### src/rtl/dbg_pkg.sv
// Shared types and default constants for the debug input conditioning block.
package dbg_pkg;

  typedef enum logic [1:0] {
    RUN  = 2'd0,
    HALT = 2'd1,
    STEP = 2'd2
  } dbg_state_t;

  localparam int DBG_SYNC_STAGES     = 2;
  localparam int DBG_DEBOUNCE_CYCLES = 500000;
  localparam int DBG_SEL_W           = 5;
  localparam int DBG_STEP_W          = 16;

endpackage

### src/rtl/dbg_input_cond_if.sv
// Raw board inputs in, conditioned debug levels and core enable out.
interface dbg_input_cond_if
  import dbg_pkg::*;
#(
  parameter int SEL_W = DBG_SEL_W
);

  logic                  sw_debug_raw;
  logic [SEL_W-1:0]      sw_sel_raw;
  logic                  btn_run_raw;
  logic                  btn_step_raw;

  logic                  debug;
  logic [SEL_W-1:0]      debug_input;
  logic                  sel_changed;
  logic                  core_en;
  logic                  halted;
  logic [DBG_STEP_W-1:0] step_cnt;

  // Board / stimulus side
  modport master (
    output sw_debug_raw, sw_sel_raw, btn_run_raw, btn_step_raw,
    input  debug, debug_input, sel_changed, core_en, halted, step_cnt
  );

  // Conditioner side
  modport slave (
    input  sw_debug_raw, sw_sel_raw, btn_run_raw, btn_step_raw,
    output debug, debug_input, sel_changed, core_en, halted, step_cnt
  );

endinterface

### src/rtl/dbg_debounce.sv
// Synchroniser + debounce for one channel; a vector is treated as a single channel.
module dbg_debounce #(
  parameter int WIDTH           = 1,
  parameter int SYNC_STAGES     = 2,
  parameter int DEBOUNCE_CYCLES = 4
) (
  input  logic             clk,
  input  logic             Rst,
  input  logic [WIDTH-1:0] din,
  output logic [WIDTH-1:0] stable,
  output logic             changed
);

  localparam int CNT_W = (DEBOUNCE_CYCLES > 2) ? $clog2(DEBOUNCE_CYCLES) : 1;
  localparam logic [CNT_W-1:0] CNT_LAST = CNT_W'(DEBOUNCE_CYCLES - 1);

  logic [SYNC_STAGES-1:0][WIDTH-1:0] sync_reg;
  logic [WIDTH-1:0]                  synced;
  logic [CNT_W-1:0]                  cnt_reg, cnt_next;
  logic [WIDTH-1:0]                  stable_reg, stable_next;
  logic                              changed_reg, changed_next;

  assign synced = sync_reg[SYNC_STAGES-1];

  // Counting is against the stable value, so a bounce back clears the count,
  // while a change between two non-stable values keeps counting.
  always_comb begin
    cnt_next     = cnt_reg;
    stable_next  = stable_reg;
    changed_next = 1'b0;
    if (synced == stable_reg) begin
      cnt_next = '0;
    end else if (cnt_reg == CNT_LAST) begin
      cnt_next     = '0;
      stable_next  = synced;
      changed_next = 1'b1;  // load only happens when synced differs from stable
    end else begin
      cnt_next = cnt_reg + 1'b1;
    end
  end

  always_ff @(posedge clk) begin
    if (Rst) begin
      sync_reg    <= '0;
      cnt_reg     <= '0;
      stable_reg  <= '0;
      changed_reg <= 1'b0;
    end else begin
      sync_reg    <= {sync_reg[SYNC_STAGES-2:0], din};
      cnt_reg     <= cnt_next;
      stable_reg  <= stable_next;
      changed_reg <= changed_next;
    end
  end

  assign stable  = stable_reg;
  assign changed = changed_reg;

endmodule

### src/rtl/dbg_input_cond.sv
// Debounced debug switches plus run/halt/single-step control of the core clock enable.
module dbg_input_cond
  import dbg_pkg::*;
#(
  parameter int SYNC_STAGES     = DBG_SYNC_STAGES,
  parameter int DEBOUNCE_CYCLES = DBG_DEBOUNCE_CYCLES,
  parameter int SEL_W           = DBG_SEL_W
) (
  input  logic             clk,
  input  logic             Rst,
  dbg_input_cond_if.slave  io
);

  logic             debug_stable;
  logic [SEL_W-1:0] sel_stable;
  logic             sel_changed;
  logic             run_stable;
  logic             step_stable;
  logic [2:0]       unused_changed;

  dbg_debounce #(.WIDTH(1), .SYNC_STAGES(SYNC_STAGES), .DEBOUNCE_CYCLES(DEBOUNCE_CYCLES)) u_debug (
    .clk(clk), .Rst(Rst), .din(io.sw_debug_raw), .stable(debug_stable), .changed(unused_changed[0])
  );

  dbg_debounce #(.WIDTH(SEL_W), .SYNC_STAGES(SYNC_STAGES), .DEBOUNCE_CYCLES(DEBOUNCE_CYCLES)) u_sel (
    .clk(clk), .Rst(Rst), .din(io.sw_sel_raw), .stable(sel_stable), .changed(sel_changed)
  );

  dbg_debounce #(.WIDTH(1), .SYNC_STAGES(SYNC_STAGES), .DEBOUNCE_CYCLES(DEBOUNCE_CYCLES)) u_run (
    .clk(clk), .Rst(Rst), .din(io.btn_run_raw), .stable(run_stable), .changed(unused_changed[1])
  );

  dbg_debounce #(.WIDTH(1), .SYNC_STAGES(SYNC_STAGES), .DEBOUNCE_CYCLES(DEBOUNCE_CYCLES)) u_step (
    .clk(clk), .Rst(Rst), .din(io.btn_step_raw), .stable(step_stable), .changed(unused_changed[2])
  );

  logic                  run_prev_reg, step_prev_reg;
  logic                  run_pulse, step_pulse;
  dbg_state_t            state_reg, state_next;
  logic                  core_en_reg, halted_reg;
  logic [DBG_STEP_W-1:0] step_cnt_reg;

  // Press edges only; releases are ignored
  assign run_pulse  = run_stable  & ~run_prev_reg;
  assign step_pulse = step_stable & ~step_prev_reg;

  always_comb begin
    state_next = state_reg;
    unique case (state_reg)
      HALT: begin
        if (run_pulse)       state_next = RUN;
        else if (step_pulse) state_next = STEP;
      end
      STEP:    state_next = HALT;
      RUN: begin
        if (run_pulse)       state_next = HALT;
      end
      default: state_next = HALT;
    endcase
  end

  // Enable and halted flags are registered from the next state so they track state_reg exactly
  always_ff @(posedge clk) begin
    if (Rst) begin
      state_reg     <= HALT;
      core_en_reg   <= 1'b0;
      halted_reg    <= 1'b1;
      step_cnt_reg  <= '0;
      run_prev_reg  <= 1'b0;
      step_prev_reg <= 1'b0;
    end else begin
      state_reg     <= state_next;
      core_en_reg   <= (state_next != HALT);
      halted_reg    <= (state_next == HALT);
      run_prev_reg  <= run_stable;
      step_prev_reg <= step_stable;
      if (state_reg == STEP) step_cnt_reg <= step_cnt_reg + 1'b1;
    end
  end

  assign io.debug       = debug_stable;
  assign io.debug_input = sel_stable;
  assign io.sel_changed = sel_changed;
  assign io.core_en     = core_en_reg;
  assign io.halted      = halted_reg;
  assign io.step_cnt    = step_cnt_reg;

endmodule

### src/flat_wrapper.sv
// flat-port wrapper written by rule: the top's interface ports become plain ports
module dbg_input_cond_flat import dbg_pkg::*;
#(
  parameter int SYNC_STAGES     = DBG_SYNC_STAGES,
  parameter int DEBOUNCE_CYCLES = DBG_DEBOUNCE_CYCLES,
  parameter int SEL_W           = DBG_SEL_W
)
  (clk, Rst, io_sw_debug_raw, io_sw_sel_raw, io_btn_run_raw, io_btn_step_raw, io_debug, io_debug_input, io_sel_changed, io_core_en, io_halted, io_step_cnt);
  dbg_input_cond_if #(.SEL_W(SEL_W)) io_i ();
  input  logic clk;
  input  logic Rst;
  input wire logic [$bits(io_i.sw_debug_raw)-1:0] io_sw_debug_raw;
  input wire logic [$bits(io_i.sw_sel_raw)-1:0] io_sw_sel_raw;
  input wire logic [$bits(io_i.btn_run_raw)-1:0] io_btn_run_raw;
  input wire logic [$bits(io_i.btn_step_raw)-1:0] io_btn_step_raw;
  output wire logic [$bits(io_i.debug)-1:0] io_debug;
  output wire logic [$bits(io_i.debug_input)-1:0] io_debug_input;
  output wire logic [$bits(io_i.sel_changed)-1:0] io_sel_changed;
  output wire logic [$bits(io_i.core_en)-1:0] io_core_en;
  output wire logic [$bits(io_i.halted)-1:0] io_halted;
  output wire logic [$bits(io_i.step_cnt)-1:0] io_step_cnt;
  assign io_i.sw_debug_raw = io_sw_debug_raw;
  assign io_i.sw_sel_raw = io_sw_sel_raw;
  assign io_i.btn_run_raw = io_btn_run_raw;
  assign io_i.btn_step_raw = io_btn_step_raw;
  assign io_debug = io_i.debug;
  assign io_debug_input = io_i.debug_input;
  assign io_sel_changed = io_i.sel_changed;
  assign io_core_en = io_i.core_en;
  assign io_halted = io_i.halted;
  assign io_step_cnt = io_i.step_cnt;
  dbg_input_cond #(.SYNC_STAGES(SYNC_STAGES), .DEBOUNCE_CYCLES(DEBOUNCE_CYCLES), .SEL_W(SEL_W)) u_core (.clk(clk), .Rst(Rst), .io(io_i));
endmodule
### config.mk
export PLATFORM = sky130hd
export DESIGN_NAME = dbg_input_cond_flat
export DESIGN_NICKNAME = d
export VERILOG_FILES = /design/src/rtl/dbg_pkg.sv /design/src/rtl/dbg_input_cond_if.sv /design/src/rtl/dbg_debounce.sv /design/src/rtl/dbg_input_cond.sv /design/src/flat_wrapper.sv
export SDC_FILE = /design/constraint.sdc
export NUM_CORES = 1
export LEC_CHECK = 0
export CAP_MARGIN = 10
export CORE_ASPECT_RATIO = 0.6
export CORE_UTILIZATION = 63
export DETAILED_ROUTE_END_ITERATION = 10
export PLACE_DENSITY = 0.84
export SKIP_CTS_REPAIR_TIMING = 1
export SYNTH_ARGS = -nofsm -noshare
export SYNTH_HDL_FRONTEND = slang
export SYNTH_SLANG_ARGS = --single-unit
### constraint.sdc
create_clock -name clk -period 2.51 [get_ports clk]
set_input_delay 0.251 -clock clk [delete_from_list [all_inputs] [get_ports clk]]
set_output_delay 0.251 -clock clk [all_outputs]
set_load 0.02 [all_outputs]
==> summary.md <==
| Metric | Value |
|---|---|
| Starting Density | 0.661 |
| DRT antenna net count | 0 |
| Pre-CTS WS | 0.568 ns |
| Leakage | 2.12 nW |
| Top_reg_cell synth | dfxtp_1 |
| Drt total wl | 11900 µm |
| Worst Max-Slew Pin Slew | 0.684 ns |
| RSZ-0062 raised after global routing | no |
| Library cells used by synthesis | 51 |
| Post-route DRC violation count | 0 |
| Sequential cell area fraction in the yosys report | 0.467 |
| Max-slew violations | 0 |
| R2r setup slk | 0.52 ns |
| H-tree lvl count | 4 |
| Die height | 72.8 µm |
| Inserted Clock Buffers | 17 |
| Critical Path End | u_core.u_run.cnt_reg[3]$_SDFF_PP0_ |
| Gpl congestion | 0.820 |
| Post-Syn Area | 5270 µm² |
| Syn Inst Count | 570 |
| Crit path DAT | 2.26 ns |
| IO Port Bufs | 34 |
| Post-DP Area | 5680 µm² |
| Chip width | 120 µm |
| Clock Tree Root | clkbuf_16 |
| Share of cells above drive strength 1 | 0.0836 |
| Final TNS setup | 0 ns |
| Hold Path Origin | Rst |
| Crit Path Class | reg -> reg |
| Max-capacitance violation count | 0 |
| Fin util | 0.788 |
| CP startpoint kind | flip-flop |
| Placed Cells | 699 |
| Rel. slew slack | 0.544 |
| Final net count | 625 |
| Ant. Diodes | 0 |
| Yosys warns | 0 |
| Area contributors post-synth | dfxtp_1 (47%), xor2_1 (7.8%), nand3_1 (4.1%) |
| DR WL/cell | 16.3 µm |
| Post-Syn Area per Cell | 9.25 µm² |
| CORE AREA | 7980 µm² |
| Hold WC Path Type | in -> reg |
| Clk buf depth | 2 |
| CP endpoint kind | flip-flop |
| Vias in the first global route | 4044 |
| Synth Register Bits | 123 |
| Final Cycle Share | 0.794 |
| Final Total Pwr | 4.53 mW |
| Total grt overflow | 0 |
| Vias | 4383 |
| Setup Skew | 0.00763 ns |
| Boundary Pins | 35 |
| Via density | 6.00 |
| Final worst path period need | 1.99 ns |
| Cell Count, Final, Fillers Out | 730 |
| Syn Nets | 585 |
| CTS tree | built |
| Clock transition at the registers of the reported paths | 0.06 ns |
| FMAX | 502 MHz |
| Hold Fails Final Rpt | 0 |
| Power Density | 721 nW/µm² |
| Die ar. | 8750 µm² |
| Initial antenna violation count | 0 |
| P&R area growth vs syn | 19.2% |
| Post-synth EDFFs | 0 |
| First-pass GRT wire length | 19700 µm |
| Critical path peak fanout | 17 |
| Yosys top cell area share | 0.467 |
| Worst-skew pair later-pin latency | 0.41 ns |
| Synth async-reset ratio | 0 |
| # clock sinks | 123 |
| WP data required | 2.78 ns |
| Yosys top cell by area | dfxtp_1 |
| R2R cell count | 5 |
| Setup WS post-layout | 0.516 ns |
| Finish-stage setup viols | 0 |
| Crit path from | u_core.u_run.cnt_reg[0]$_SDFF_PP0_ |
| Rows | 25 |
| Worst vdd ir | 515 µV |
| Largest net degree at the start of global routing | 31 |
| Global Route Usage Sum | 0.287 |
| Worst R2R Start | u_core.u_run.cnt_reg[0]$_SDFF_PP0_ |
| Design area | 6280 µm² |
| First-pass detailed-route iteration total | 5 |
| Iter 0 DRT Violations | 392 |
| Reg-to-reg endpoint | u_core.u_run.cnt_reg[3]$_SDFF_PP0_ |
| Hpwl dp | 7560 µm |
| Commonest cells in the synthesized netlist | dfxtp_1 (123), nor2_1 (55), xor2_1 (47) |
| Status | finished clean |
| Hold Slack | 0.320 ns |
| Top-count cell post-synth | dfxtp_1 |
==> kinds of logic (layout without fill, tap and decap cells) <==
kind of cell | after synthesis | count (layout) | share of synthesized area
multiplexers | 3 | 3 | 0.00617
XOR/XNOR | 62 | 62 | 0.103
AO/OA/AOI/OAI | 76 | 76 | 0.0878
buffers and inverters | 30 | 82 | 0.0252
AND/OR/NAND/NOR | 271 | 271 | 0.299
flip-flops | 123 | 123 | 0.467
adder cells (fa/ha/maj) | 5 | 5 | 0.0119
==> how the worst min path moves through the flow <==
stage                                                        to  slack, ns  depth (start not counted)
after floorplan           u_core.u_debug.sync_reg[0]$_SDFF_PP0_       0.38                          1
after global placement         u_core.u_debug.synced$_SDFF_PP0_       0.42                          1
after detailed placement       u_core.u_debug.synced$_SDFF_PP0_       0.43                          1
after CTS                    u_core.io.step_cnt[5]$_SDFFE_PP0N_       0.32                          2
after global routing         u_core.io.step_cnt[0]$_SDFFE_PP0N_       0.37                          2
final                       u_core.u_run.sync_reg[0]$_SDFF_PP0_       0.32                          2
==> area by class of cell <==
class                      count  area [µm²]
clock buffer                  23         488
clock inverter                 8         115
fill                         505        1690
inverter                      15        56.3
multi-input combinational    417        2680
sequential                   123        2460
tap                          108         135
timing repair buffer          36         350
==> critical path, stage by stage (launching register included) <==
cell      delay, ns
dfxtp_1        0.38
ha_1           0.26
and4_1         0.31
nand4b_1       0.18
o21bai_2       0.59
nor2_1         0.13
==> layout by cell type, fill, tap and decap left out, drive strengths merged, types with 15 or more instances in the layout <==
cell	Yosys	routed
inv	15	15
clkbuf	7	23
nor3	19	19
clkdlybuf4s50	0	33
xnor2	15	15
nor2b	21	21
nand3	45	45
or3	19	19
dfxtp	123	123
nand2	21	21
a21oi	30	30
nand4	26	26
o21ai	24	24
xor2	47	47
nor2	56	56
==> power breakdown <==
| part | total (mW) | internal, mW | leakage [nW] | switching, mW |
|---|---|---|---|---|
| registers | 1.98 | 1.97 | 0.994 | 0.00976 |
| logic | 0.0683 | 0.0292 | 0.827 | 0.0391 |
| clock network | 2.48 | 1.65 | 0.303 | 0.830 |
==> routing by layer <==
metal,GRT usage,routed length (µm)
met5,0,0
met3,0.0609,693
met4,0.118,201
met1,0.378,5480
met2,0.464,5510
(Power assumes the default switching activity.)
